File: config.mk
export PLATFORM = sky130hd
export DESIGN_NAME = mskaes_round_scheduler
export DESIGN_NICKNAME = d
export VERILOG_FILES = /design/src/rtl/mskaes_round_scheduler.sv
export SDC_FILE = /design/constraint.sdc
export NUM_CORES = 1
export LEC_CHECK = 0
export ABC_AREA = 1
export CAP_MARGIN = 25
export CORE_UTILIZATION = 50
export CTS_CLUSTER_SIZE = 14
export DETAILED_ROUTE_END_ITERATION = 8
export GPL_ROUTABILITY_DRIVEN = 0
export HOLD_SLACK_MARGIN = 0.12
export PLACE_DENSITY = 0.79
export SYNTH_ARGS = -nofsm -noshare
export SYNTH_HDL_FRONTEND = slang
export SYNTH_SLANG_ARGS = --single-unit
export TNS_END_PERCENT = 1
File: constraint.sdc
create_clock -name clk -period 1.5 [get_ports clk]
set_input_delay 0.15 -clock clk [delete_from_list [all_inputs] [get_ports clk]]
set_output_delay 0.15 -clock clk [all_outputs]
set_load 0.02 [all_outputs]
File: src/rtl/mskaes_round_scheduler.sv
// Round/phase sequencer for a masked AES-128 encryption datapath.
// Drives load, S-box injection, round-register writes and the key-schedule rcon.
module mskaes_round_scheduler #(
    parameter int unsigned LATENCY = 4
) (
    input  logic       clk,
    input  logic       nrst,
    input  logic       in_valid,
    output logic       in_ready,
    input  logic       abort,
    output logic       out_valid,
    input  logic       out_ready,
    output logic       load,
    output logic       sb_inject,
    output logic       rnd_req,
    output logic       state_we,
    output logic       last_round,
    output logic [3:0] round_idx,
    output logic [7:0] rcon,
    output logic       busy
);

    typedef enum logic [1:0] {
        S_IDLE  = 2'd0,
        S_ROUND = 2'd1,
        S_DONE  = 2'd2
    } state_t;

    localparam logic [3:0] LAT = 4'(LATENCY);

    state_t     r_state;
    state_t     w_state_nx;
    logic [3:0] r_round;
    logic [3:0] w_round_nx;
    logic [3:0] r_phase;
    logic [3:0] w_phase_nx;
    logic [7:0] r_rcon;
    logic [7:0] w_rcon_nx;

    logic       w_in_round;
    logic       w_ph_first;
    logic       w_ph_last;
    logic       w_rnd10;
    logic       w_load;
    logic [7:0] w_xtime;

    assign w_in_round = (r_state == S_ROUND);
    assign w_ph_first = (r_phase == 4'd0);
    assign w_ph_last  = (r_phase == LAT);
    assign w_rnd10    = (r_round == 4'd10);
    assign w_xtime    = {r_rcon[6:0], 1'b0} ^ (r_rcon[7] ? 8'h1B : 8'h00);

    // Handshake and datapath strobes; every output is held low while in reset.
    assign in_ready   = nrst & (r_state == S_IDLE);
    assign w_load     = in_valid & in_ready & ~abort;
    assign load       = w_load;
    assign sb_inject  = nrst & w_in_round & w_ph_first;
    assign rnd_req    = sb_inject;
    assign state_we   = nrst & w_in_round & w_ph_last & ~abort;
    assign last_round = nrst & w_in_round & w_rnd10;
    assign out_valid  = nrst & (r_state == S_DONE) & ~abort;
    assign busy       = nrst & w_in_round;
    assign round_idx  = nrst ? r_round : 4'd0;
    assign rcon       = nrst ? r_rcon : 8'd0;

    // State, round, phase and rcon registers with synchronous active-low reset.
    always_ff @(posedge clk) begin
        if (!nrst) begin
            r_state <= S_IDLE;
            r_round <= 4'd0;
            r_phase <= 4'd0;
            r_rcon  <= 8'd0;
        end else begin
            r_state <= w_state_nx;
            r_round <= w_round_nx;
            r_phase <= w_phase_nx;
            r_rcon  <= w_rcon_nx;
        end
    end

    // Next-state logic; abort overrides every other transition.
    always_comb begin
        w_state_nx = r_state;
        w_round_nx = r_round;
        w_phase_nx = r_phase;
        w_rcon_nx  = r_rcon;
        unique case (r_state)
            S_IDLE: begin
                if (w_load) begin
                    w_state_nx = S_ROUND;
                    w_round_nx = 4'd1;
                    w_phase_nx = 4'd0;
                    w_rcon_nx  = 8'h01;
                end
            end
            S_ROUND: begin
                if (w_ph_last) begin
                    w_phase_nx = 4'd0;
                    if (w_rnd10) begin
                        w_state_nx = S_DONE;
                        w_round_nx = 4'd0;
                        w_rcon_nx  = 8'd0;
                    end else begin
                        w_round_nx = r_round + 4'd1;
                        w_rcon_nx  = w_xtime;
                    end
                end else begin
                    w_phase_nx = r_phase + 4'd1;
                end
            end
            S_DONE: begin
                if (out_ready) begin
                    w_state_nx = S_IDLE;
                end
            end
            default: begin
                w_state_nx = S_IDLE;
                w_round_nx = 4'd0;
                w_phase_nx = 4'd0;
                w_rcon_nx  = 8'd0;
            end
        endcase
        if (abort) begin
            w_state_nx = S_IDLE;
            w_round_nx = 4'd0;
            w_phase_nx = 4'd0;
            w_rcon_nx  = 8'd0;
        end
    end

endmodule
==> results of run 1 <==
==> stage by stage <==
stage          setup TNS [ns]  hold slack (ns)  cell area (µm²)  cells  worst slack, ns
4_1_cts                -0.444            0.500             1610    250           -0.215
5_1_grt               -0.0588            0.515             1620    250          -0.0261
6_report                    0            0.498             1620    250           0.0651
2_1_floorplan               0            0.318             1180    179            0.144
3_5_place_dp            -6.55            0.483             1570    246           -0.344
3_3_place_gp            -5.64            0.477             1570    246           -0.295
==> cell type report <==
class	instances	area share, %
sequential	18	22.4
multi-input combinational	119	41.8
tap	28	2.17
inverter	38	8.83
clock buffer	4	2.25
timing repair buffer	43	22.5
==> cells by family (layout without fill, tap and decap cells) <==
family	after synthesis	count (layout)	synth area share [%]
compound gates	18	18	8.37
xor+xnor	1	1	0.751
buf+inv	42	85	14.8
fa+ha+maj	4	4	4.29
flops	18	18	30.9
simple gates	96	96	40.9
==> power groups by stage <==
| stage | Sequential, mW | Clock, mW | Combinational [mW] |
|---|---|---|---|
| floorplan | 0.496 | 0 | 0.0795 |
| global placement | 0.495 | 0 | 0.131 |
| detailed placement | 0.495 | 0 | 0.133 |
| CTS | 0.484 | 0.315 | 0.132 |
| global route | 0.485 | 0.340 | 0.148 |
| finish | 0.484 | 0.306 | 0.134 |
==> tightest hold or removal path: cells and delay by family, from the launching register on <==
kind	cells	cell delay [ns]
AOI/OAI and AO/OA	1	0.06
buffers and inverters	1	0.08
DFF	1	0.32
==> worst paths after layout <==
kind / startpoint / slack, ns / end / depth (start not counted)
worst max-delay path: r_phase[0] / 0.07 / rnd_req / 5
worst min-delay path: r_rcon[6] / 0.50 / r_rcon[6] / 2
worst max register to register: r_phase[0] / 0.11 / r_round[1] / 9
worst min register to register: r_rcon[6] / 0.50 / r_rcon[6] / 2
==> routing by layer <==
metal / vias up / share of wire, % / wire, µm
met1: 571 / 42 / 1190
met3: 4 / 5.1 / 143
li1: 628 / - / -
met2: 42 / 51 / 1440
met4: 0 / 1.0 / 29
met5: - / 0 / 0
==> registers in the layout, summed over array words and instances (netlist names) <==
register / cells
r_rcon: 8
r_phase: 4
r_round: 4
r_state: 2
==> cell usage in the layout, fill, tap and decap left out, types with 5 or more instances in the layout <==
cell type	instances
nor2_1	19
a21oi_1	8
dlygate4sd2_1	5
nand2_1	48
inv_2	6
buf_4	22
clkdlybuf4s15_2	5
dfxtp_1	17
o21ai_0	8
nand3_1	10
inv_1	32
==> timing repair <==
action	in CTS	in global routing
resized for setup	47	22
pin swaps	0	2
setup endpoints to repair	24	31
gates cloned	0	0
==> results by group, run 1 <==
Clock tree
  – Root Buffer: clkbuf_4
  – Hold_buf cts: 0
  – H-tree lvl count: 1
  – CTS clk-pin slew, worst paths: 0.11 ns
  – Clk_lat worst skew: 0.30 ns
  – Clk buf depth: 2
  – # Post-CTS Setup Buffers: 0
  – Cts bufs inserted: 3
  – CTS tree: yes
  – CTS Sinks: 18

Logic synthesis
  – Sequential fraction of the synthesis area: 30.9%
  – Mapped Cells: 179
  – Yosys reg bits: 18
  – Yosys Warn Count: 0
  – Syn Nets: 188
  – Count leader, synth: nand2_1
  – Synth top cells by count: 50 x nand2_1, 35 x inv_1, 19 x nor2_1, 18 x dfxtp_1, 10 x nand3_1
  – Unique masters post-synth: 24
  – Synth async-reset ratio: 0%
  – Synth Flop Type: dfxtp_1
  – Post-synth EDFFs: 0
  – Synth area leaders: dfxtp_1 31%, nand2_1 16%, inv_1 11%
  – Post-Syn Area: 0.00117 mm²
  – Largest area contributor in the netlist: dfxtp_1
  – Mean Syn Cell Area: 6.51 µm²
  – Share of the synthesized area in the top cell type: 30.9%

Finish
  – # diodes: 0
  – Reg area: 362 µm²
  – P&R area growth vs syn: 38.5%
  – # nets final: between 200 and 250
  – Multi-input logic area: ~680 µm²
  – Post-layout util: ~73%
  – Fraction of layout cells with a size suffix above 1: 27.0%
  – Fillers: between 150 and 200

Global route
  – GR Util met2: 46.4%
  – GRT met3 Usage: ~6.1%
  – Initial antenna violation count: 0
  – Gr busiest metal: met2
  – GR Util met1: about a third
  – Number of global-route vias before repair: 1234
  – Global Route Usage Sum: 26.6%
  – Largest net degree at the start of global routing: 13
  – GRT overflow: 0
  – First-pass GRT wire length: ~5.2 mm

Drt
  – Routed WL per cell: 11.2 µm
  – Via count: 1245
  – Total wire length: 2.81 mm
  – DRC: 0
  – Iteration-0 DRC Markers: 22
  – First drt pass iteration count: 4
  – Via-per-instance ratio: 4.98
  – Antenna-violating nets left: 0

Power and ir drop
  – Power share of the combinational group: roughly 14%
  – Internal power: 0.681 mW
  – Flop pwr share: 52.4%
  – Power per cell area: 572 mW/mm²
  – Tot Pwr: 0.924 mW
  – Clk pwr share: between 30% and 40%
  – Peak VDD IR: 0.000526 V
  – Psw: ~0.24 mW
  – Switching part of the total: about a quarter
  – Leakage power: between 0.8 and 0.9 nW

Job
  – Max Cap Viol: 0

Worst hold path
  – Hold crit path type: flip-flop to flip-flop

STA
  – Final Cycle Share: a little over nine tenths
  – Slew @ Worst Pin: 0.271 ns
  – Final Skew: around 0.0014 ns
  – Final worst path period need: about 1.4 ns
  – Hold Fails Final Rpt: 0
  – Slew HR: 81.9%
  – F_max: 697 MHz
  – Final Max Slew Viols: 0
  – Unrepaired setup endpoints after global routing: true
  – Final setup viols: 0

Setup path
  – Maximum net fanout on the critical path: 2
  – Setup crit end kind: primary output
  – Bufs and invs on worst path: 3
  – Crit-path cells: inv_2 -> ha_4 -> inv_2 -> nor4_4 -> buf_4
  – CP delay by family, top: flip-flops
  – CP dominant cell by count: inv_2
  – Startpoint Class: flip-flop
  – CP arrival: 1.28 ns
  – WP data required: between 1 and 1.5 ns
  – Crit Path Category: flip-flop to primary output
  – Worst path slowest cell: dfxtp_2
  – CP max stage delay: 0.34 ns

Die
  – # rows: 17
  – Die Area: 0.00253 mm²
  – Io pins: 25
  – Initial core utilization: 52.7%
  – Die W: 50.3 µm
  – Die H: between 50 and 60 µm
  – Core area: about 0.0022 mm²

Placed design
  – Post-DP HPWL: 2.20 mm
  – Number of port buffers: 24

Outcome
  – Outcome: completed
Note: power is estimated with default switching activity, not from simulation.
==> run 2, diff against run 1 <==
- CORE_MARGIN: default -> 2
==> run 2 against run 1 <==
  * Cell count unchanged
  * Combinational power about the same
  * Worst hold slack better by 0.0018 ns
  * Fmax up 0.69%
==> results by group, run 2 (same netlist as run 1, synthesis figures left out) <==
Outcome
  – Outcome: completed

Power and ir drop
  – Power per cell area: 575 mW/mm² (+0.58%)
  – Power share of the combinational group: 14.5% (about the same)
  – Switching part of the total: 26.3% (about the same)
  – Tot Pwr: 0.924 mW (about the same)
  – Leakage power: 0.831 nW (+1.7%)
  – Flop pwr share: 52.4% (about the same)
  – Internal power: 0.681 mW (about the same)
  – Peak VDD IR: 0.000553 V (+5.2%)
  – Psw: 0.243 mW (-0.13%)
  – Clk pwr share: 33.1% (about the same)

Clock tree
  – H-tree lvl count: 1 (unchanged)
  – CTS tree: yes
  – Clk buf depth: 2 (unchanged)
  – CTS clk-pin slew, worst paths: 0.10 ns (about the same)
  – Root Buffer: clkbuf_4
  – CTS Sinks: 18 (unchanged)
  – Clk_lat worst skew: 0.30 ns (about the same)
  – # Post-CTS Setup Buffers: 0 (unchanged)
  – Cts bufs inserted: 3 (unchanged)

STA
  – F_max: 702 MHz (+0.69%)
  – Final setup viols: 0 (unchanged)
  – Final Cycle Share: 95.0% (-0.66 points)
  – Setup WS post-layout: 0.0750 ns (+0.00988 ns)
  – Final Skew: 0.0105 ns (+0.00910 ns)
  – Final worst path period need: 1.42 ns (-0.00988 ns)
  – Slew @ Worst Pin: 0.265 ns (-0.00624 ns)
  – Slew HR: 82.3% (+0.42 points)
  – Hold Fails Final Rpt: 0 (unchanged)
  – Final Max Slew Viols: 0 (unchanged)
  – Unrepaired setup endpoints after global routing: true

Setup path
  – Setup crit end kind: primary output
  – Startpoint Class: flip-flop
  – R2r startpoint: r_round[0]
  – Maximum net fanout on the critical path: 2 (unchanged)
  – Crit Path Category: flip-flop to primary output
  – CP arrival: 1.27 ns (about the same)
  – Worst R2R Setup Slack: 0.11 ns (about the same)
  – WP data required: 1.35 ns (about the same)
  – Reg2Reg Depth: 8 (-1)
  – Worst setup startpoint: r_phase[1]

Placed design
  – Post-DP HPWL: 2.14 mm (-2.5%)
  – Post-place setup slack: -0.348 ns (-0.00364 ns)
  – Number of port buffers: 24 (unchanged)

Finish
  – # nets final: 232 (unchanged)
  – Most flop-heavy register: r_rcon
  – # diodes: 0 (unchanged)
  – Fraction of layout cells with a size suffix above 1: 25.7% (-1.4 points)
  – Fillers: 183 (-4.7%)
  – Regs by FF count: r_rcon (8), r_phase (4), r_round (4)
  – Most frequent cells in the layout: 48 x nand2_1, 32 x inv_1, 22 x buf_4, 19 x nor2_1, 17 x dfxtp_1
  – Most common cell after layout, fill and taps aside: nand2_1
  – P&R area growth vs syn: 37.7%
  – Max reg flops: 8 (unchanged)

Drt
  – First drt pass iteration count: 4 (unchanged)
  – Total wire length: 2.74 mm (-2.5%)
  – Antenna-violating nets left: 0 (unchanged)
  – Iteration-0 DRC Markers: 23 (+4.5%)
  – Via-per-instance ratio: 4.85 (-2.7%)
  – DRC: 0 (unchanged)
  – Routed WL per cell: 11.0 µm (-2.5%)
  – Via count: 1212 (-2.7%)

Die
  – Io pins: 25 (unchanged)
  – Core area: 0.00221 mm² (unchanged)
  – Die Area: 0.00273 mm² (+8.1%)
  – Initial core utilization: 52.7% (unchanged)
  – Die H: 52.3 µm (+4.0%)
  – Die W: 52.3 µm (+4.0%)
  – # rows: 17 (unchanged)

Global route
  – Largest net degree at the start of global routing: 13 (unchanged)
  – Number of global-route vias before repair: 1153 (-6.6%)
  – GRT overflow: 0 (unchanged)
  – First-pass GRT wire length: 4.75 mm (-8.1%)
  – Global Route Usage Sum: 23.3% (-3.2 points)
  – Initial antenna violation count: 0 (unchanged)

Job
  – Max Cap Viol: 0 (unchanged)

Worst hold path
  – Hold path start: r_rcon[6]
  – Hold crit path type: flip-flop to flip-flop
  – Hold path depth: 2 (unchanged)
==> run 2: per-stage QoR <==
step / utilization (%) / setup TNS [ns] / instances / hold WS, ns / cell area (µm²)
floorplan: - / 0 / 179 / 0.318 / 1180
global placement: 70.9 / -5.68 / 246 / 0.477 / 1570
detailed placement: 70.9 / -6.90 / 246 / 0.485 / 1570
CTS: 72.0 / -0.414 / 250 / 0.504 / 1590
global route: 72.6 / -0.0477 / 250 / 0.522 / 1610
finish: 72.6 / 0 / 250 / 0.499 / 1610
==> run 2: power groups by stage <==
stage / Sequential (mW) / Clock (mW) / Combinational [mW]
finish: 0.484 / 0.306 / 0.134
global route: 0.485 / 0.340 / 0.147
CTS: 0.484 / 0.316 / 0.131
detailed placement: 0.495 / 0 / 0.133
global placement: 0.495 / 0 / 0.131
floorplan: 0.496 / 0 / 0.0795
==> run 2: worst paths after layout <==
check | end
setup / recovery | rnd_req
hold / removal | r_rcon[6]
setup reg to reg | r_state[0]
hold reg to reg | r_rcon[6]
==> run 2: critical path: stages, from the launching register on <==
cell and delay, ns:
dfxtp_2 0.34, inv_2 0.06, ha_4 0.14, inv_2 0.04, nor4_4 0.22, buf_4 0.18
==> run 2: timing repair <==
action                     in CTS  in global routing
cloned                          0                  0
pin swaps                       0                  3
resized for setup              36                 26
hold buffers                    0                  0
setup endpoints to repair      21                 31
==> run 2: cell type report <==
type | count | area (µm²) | share of cell area [%]
Tap cell | 28 | 35.0 | 2.18
Timing Repair Buffer | 43 | 355 | 22.1
Multi-Input combinational cell | 119 | 674 | 42.0
Clock buffer | 4 | 36.3 | 2.26
Inverter | 38 | 143 | 8.89
Sequential cell | 18 | 362 | 22.5
==> run 2: per-layer routing <==
metal | wire length (µm) | vias up | track usage (%)
met5 | 0 | - | 0
met4 | 21 | 0 | 6.84
met3 | 109 | 5 | 5.43
met2 | 1400 | 24 | 42.1
met1 | 1210 | 550 | 27.0
li1 | - | 633 | -
==> RTL edit: new RTL, config.mk and constraints of run 1 <==
Make the reset (`nrst`) asynchronous in one clocked block. Comments in the files are not updated.
--- a/src/rtl/mskaes_round_scheduler.sv
+++ b/src/rtl/mskaes_round_scheduler.sv
@@ -64,7 +64,7 @@
     assign rcon       = nrst ? r_rcon : 8'd0;
 
     // State, round, phase and rcon registers with synchronous active-low reset.
-    always_ff @(posedge clk) begin
+    always_ff @(posedge clk or negedge nrst) begin
         if (!nrst) begin
             r_state <= S_IDLE;
             r_round <= 4'd0;
Formal check against the unedited RTL: no difference found for any inputs over 10 cycles, from zero or initial values and one cycle with nrst low; that may be too few to reach the edited logic, so the function may still have changed.
==> RTL edit against run 1 <==
Largest cell class unchanged; critical path type unchanged; the flow now finishes with violations (negative setup slack); critical endpoint is now state_we; cell area grew 10%; global-route usage up 0.12 points; wire length up 20%; setup slack worse by 230 ps; area after synthesis increased by 3.6%; sequential cell count is the same.
Power is not compared: it rests on default switching activity, and its combinational part moved more than twofold at a synthesized area within 25%.
==> RTL edit: results (changes against run 1) <==
- P_int: 1.250 mW
- H-tree depth: 1 (unchanged)
- Routed length per placed instance: 13.44 um (+20%)
- Clock-pin slew on the worst setup and hold paths: 120 ps
- Regs by FF count: r_rcon x8, r_phase x4, r_round x4
- Drt via density: 5.060 (+1.6%)
- GRT Util Overall: 0.2668 (+0.001186)
- Routed wl met3: 131 um (-8.4%)
- Critical path arrival: 1510 ps (+230 ps)
- Prevailing post-synth register cell: dfrtp_1
- Slowest CP cell: dfrtp_1
- Num CTS Buffers: 3 (unchanged)
- Layout cells sized above 1: 0.3423 (+0.07207)
- N_diodes: 0 (unchanged)
- Rel. slew slack: 0.8088 (-0.009742)
- Clk_skew: 7.543 ps (+6.191 ps)
- Met2 wire len: 1751 um (+21%)
- Hold Path Class: in -> async
- Synth unique cells: 26 (+8.3%)
- Ys async rst share: 1.000 (+1.000)
- Endpoints failing setup: 18 (+18)
- Status: complete, but fails checks
- Sequential element share of the synthesized area: 0.3727 (+0.06366)
- Metal-1 WL: 1438 um (+21%)
- Cell family with the largest share of critical-path delay: flip-flops
- Root Buffer: clkbuf_4
- Vias in the first global route: 1249 (+1.2%)
- Port bufs: 24 (unchanged)
- Synth cell count leaders: 49 x nand2_1, 25 x inv_1, 18 x dfrtp_1
- Fin worst setup slack: -163.0 ps (-228.2 ps)
- Max layer used: met4
- Final net count: 232 (unchanged)
- Violated checks: negative setup slack
- Fill cells: 162 (-16%)
- Hpwl dp: 2232 um (+1.7%)
- Post-synthesis net count: 172 (-8.5%)
- Largest net degree at the start of global routing: 17 (+4)
- Crit path largest cell delay: 390 ps (+50 ps)
- LEAKAGE: 1.090 nW
- Main area contributors after synthesis: dfrtp_1 37%, nand2_1 15%, inv_1 7.8%
- DRT Pass-1 Iters: 4 (unchanged)
- Skew-Pair Late Insertion Delay: 310 ps
- DRC: 0 (unchanged)
- Global-route wire length before repair: 5154 um (-0.41%)
- DR iter-0 viols: 26 (+18%)
- Initial antenna violation count: 0 (unchanged)
- Yosys top cell area share: 0.3727 (+0.06366)
- Maximum clock insertion buffer count: 2 (unchanged)
==> RTL edit: stage by stage <==
stage	cell area, sq um	TNS (ps)	total power, mW	worst slack, ps	std cells
floorplan	1224	0	1.373	17.62	163
global placement	1697	-6961	1.805	-310.6	241
detailed placement	1697	-7814	1.829	-350.2	241
CTS	1740	-1246	2.150	-147.1	248
global route	1784	-2869	2.400	-244.4	250
finish	1784	-1562	2.277	-163.0	250
==> RTL edit: final timing paths <==
check                      cells after the start              startpoint  slack, ps                      to
max in group asynchronous                      3                    nrst        590   r_rcon[4]$_DFFE_PN0P_
hold / removal                                 3                    nrst        200  r_state[0]$_DFFE_PN0P_
setup / recovery                               7  r_phase[1]$_DFFE_PN0P_       -160                state_we
setup reg to reg                              11  r_phase[1]$_DFFE_PN0P_       -100   r_rcon[1]$_DFFE_PN0P_
hold reg to reg                                2   r_rcon[1]$_DFFE_PN0P_        530   r_rcon[1]$_DFFE_PN0P_
min in group clk                               4               out_ready        430  r_state[1]$_DFFE_PN0P_
==> RTL edit: logic make-up after synthesis <==
| logic type | count (synthesis) | synth area share |
|---|---|---|
| and+or+nand+nor | 91 | 0.3685 |
| buffers and inverters | 33 | 0.1159 |
| DFF | 18 | 0.3727 |
| AOI/OAI and AO/OA | 11 | 0.05797 |
| xor gates and xnor gates | 6 | 0.04348 |
| adders and majority gates | 4 | 0.04141 |
==> RTL edit: final cells by class <==
| cell class | instances | share of cell area |
|---|---|---|
| clock buffers | 4 | 0.02034 |
| inverters | 28 | 0.05891 |
| flip-flops and latches | 18 | 0.2532 |
| repair buffers | 59 | 0.2658 |
| well taps | 28 | 0.01964 |
| multi-input cells | 113 | 0.3822 |
==> RTL edit: per-layer routing <==
metal	vias to the layer above	track usage
met4	0	0.1111
met1	590	0.2989
met3	6	0.04762
li1	621	-
met2	48	0.4890
met5	-	0
==> RTL edit: power by group through the flow <==
stage	Sequential [mW]	Combinational, mW	Clock (mW)
4_1_cts	0.630	1.19	0.331
3_5_place_dp	0.640	1.19	0
2_1_floorplan	0.655	0.718	0
5_1_grt	0.645	1.41	0.347
3_3_place_gp	0.638	1.17	0
6_report	0.637	1.31	0.327
==> RTL edit: worst min-delay path, cell delays in order <==
cell and delay (ps):
dlygate4sd2_1 350, buf_4 200, buf_4 170
==> RTL edit: what timing repair did <==
action | CTS | global route
setup buffers | 0 | 1
hold buffers | 3 | 0
cloned | 0 | 1
endpoints found under the hold margin | 8 | 0
pin swaps | 1 | 3
resized for setup | 53 | 11
endpoints found under the setup margin | 34 | 21
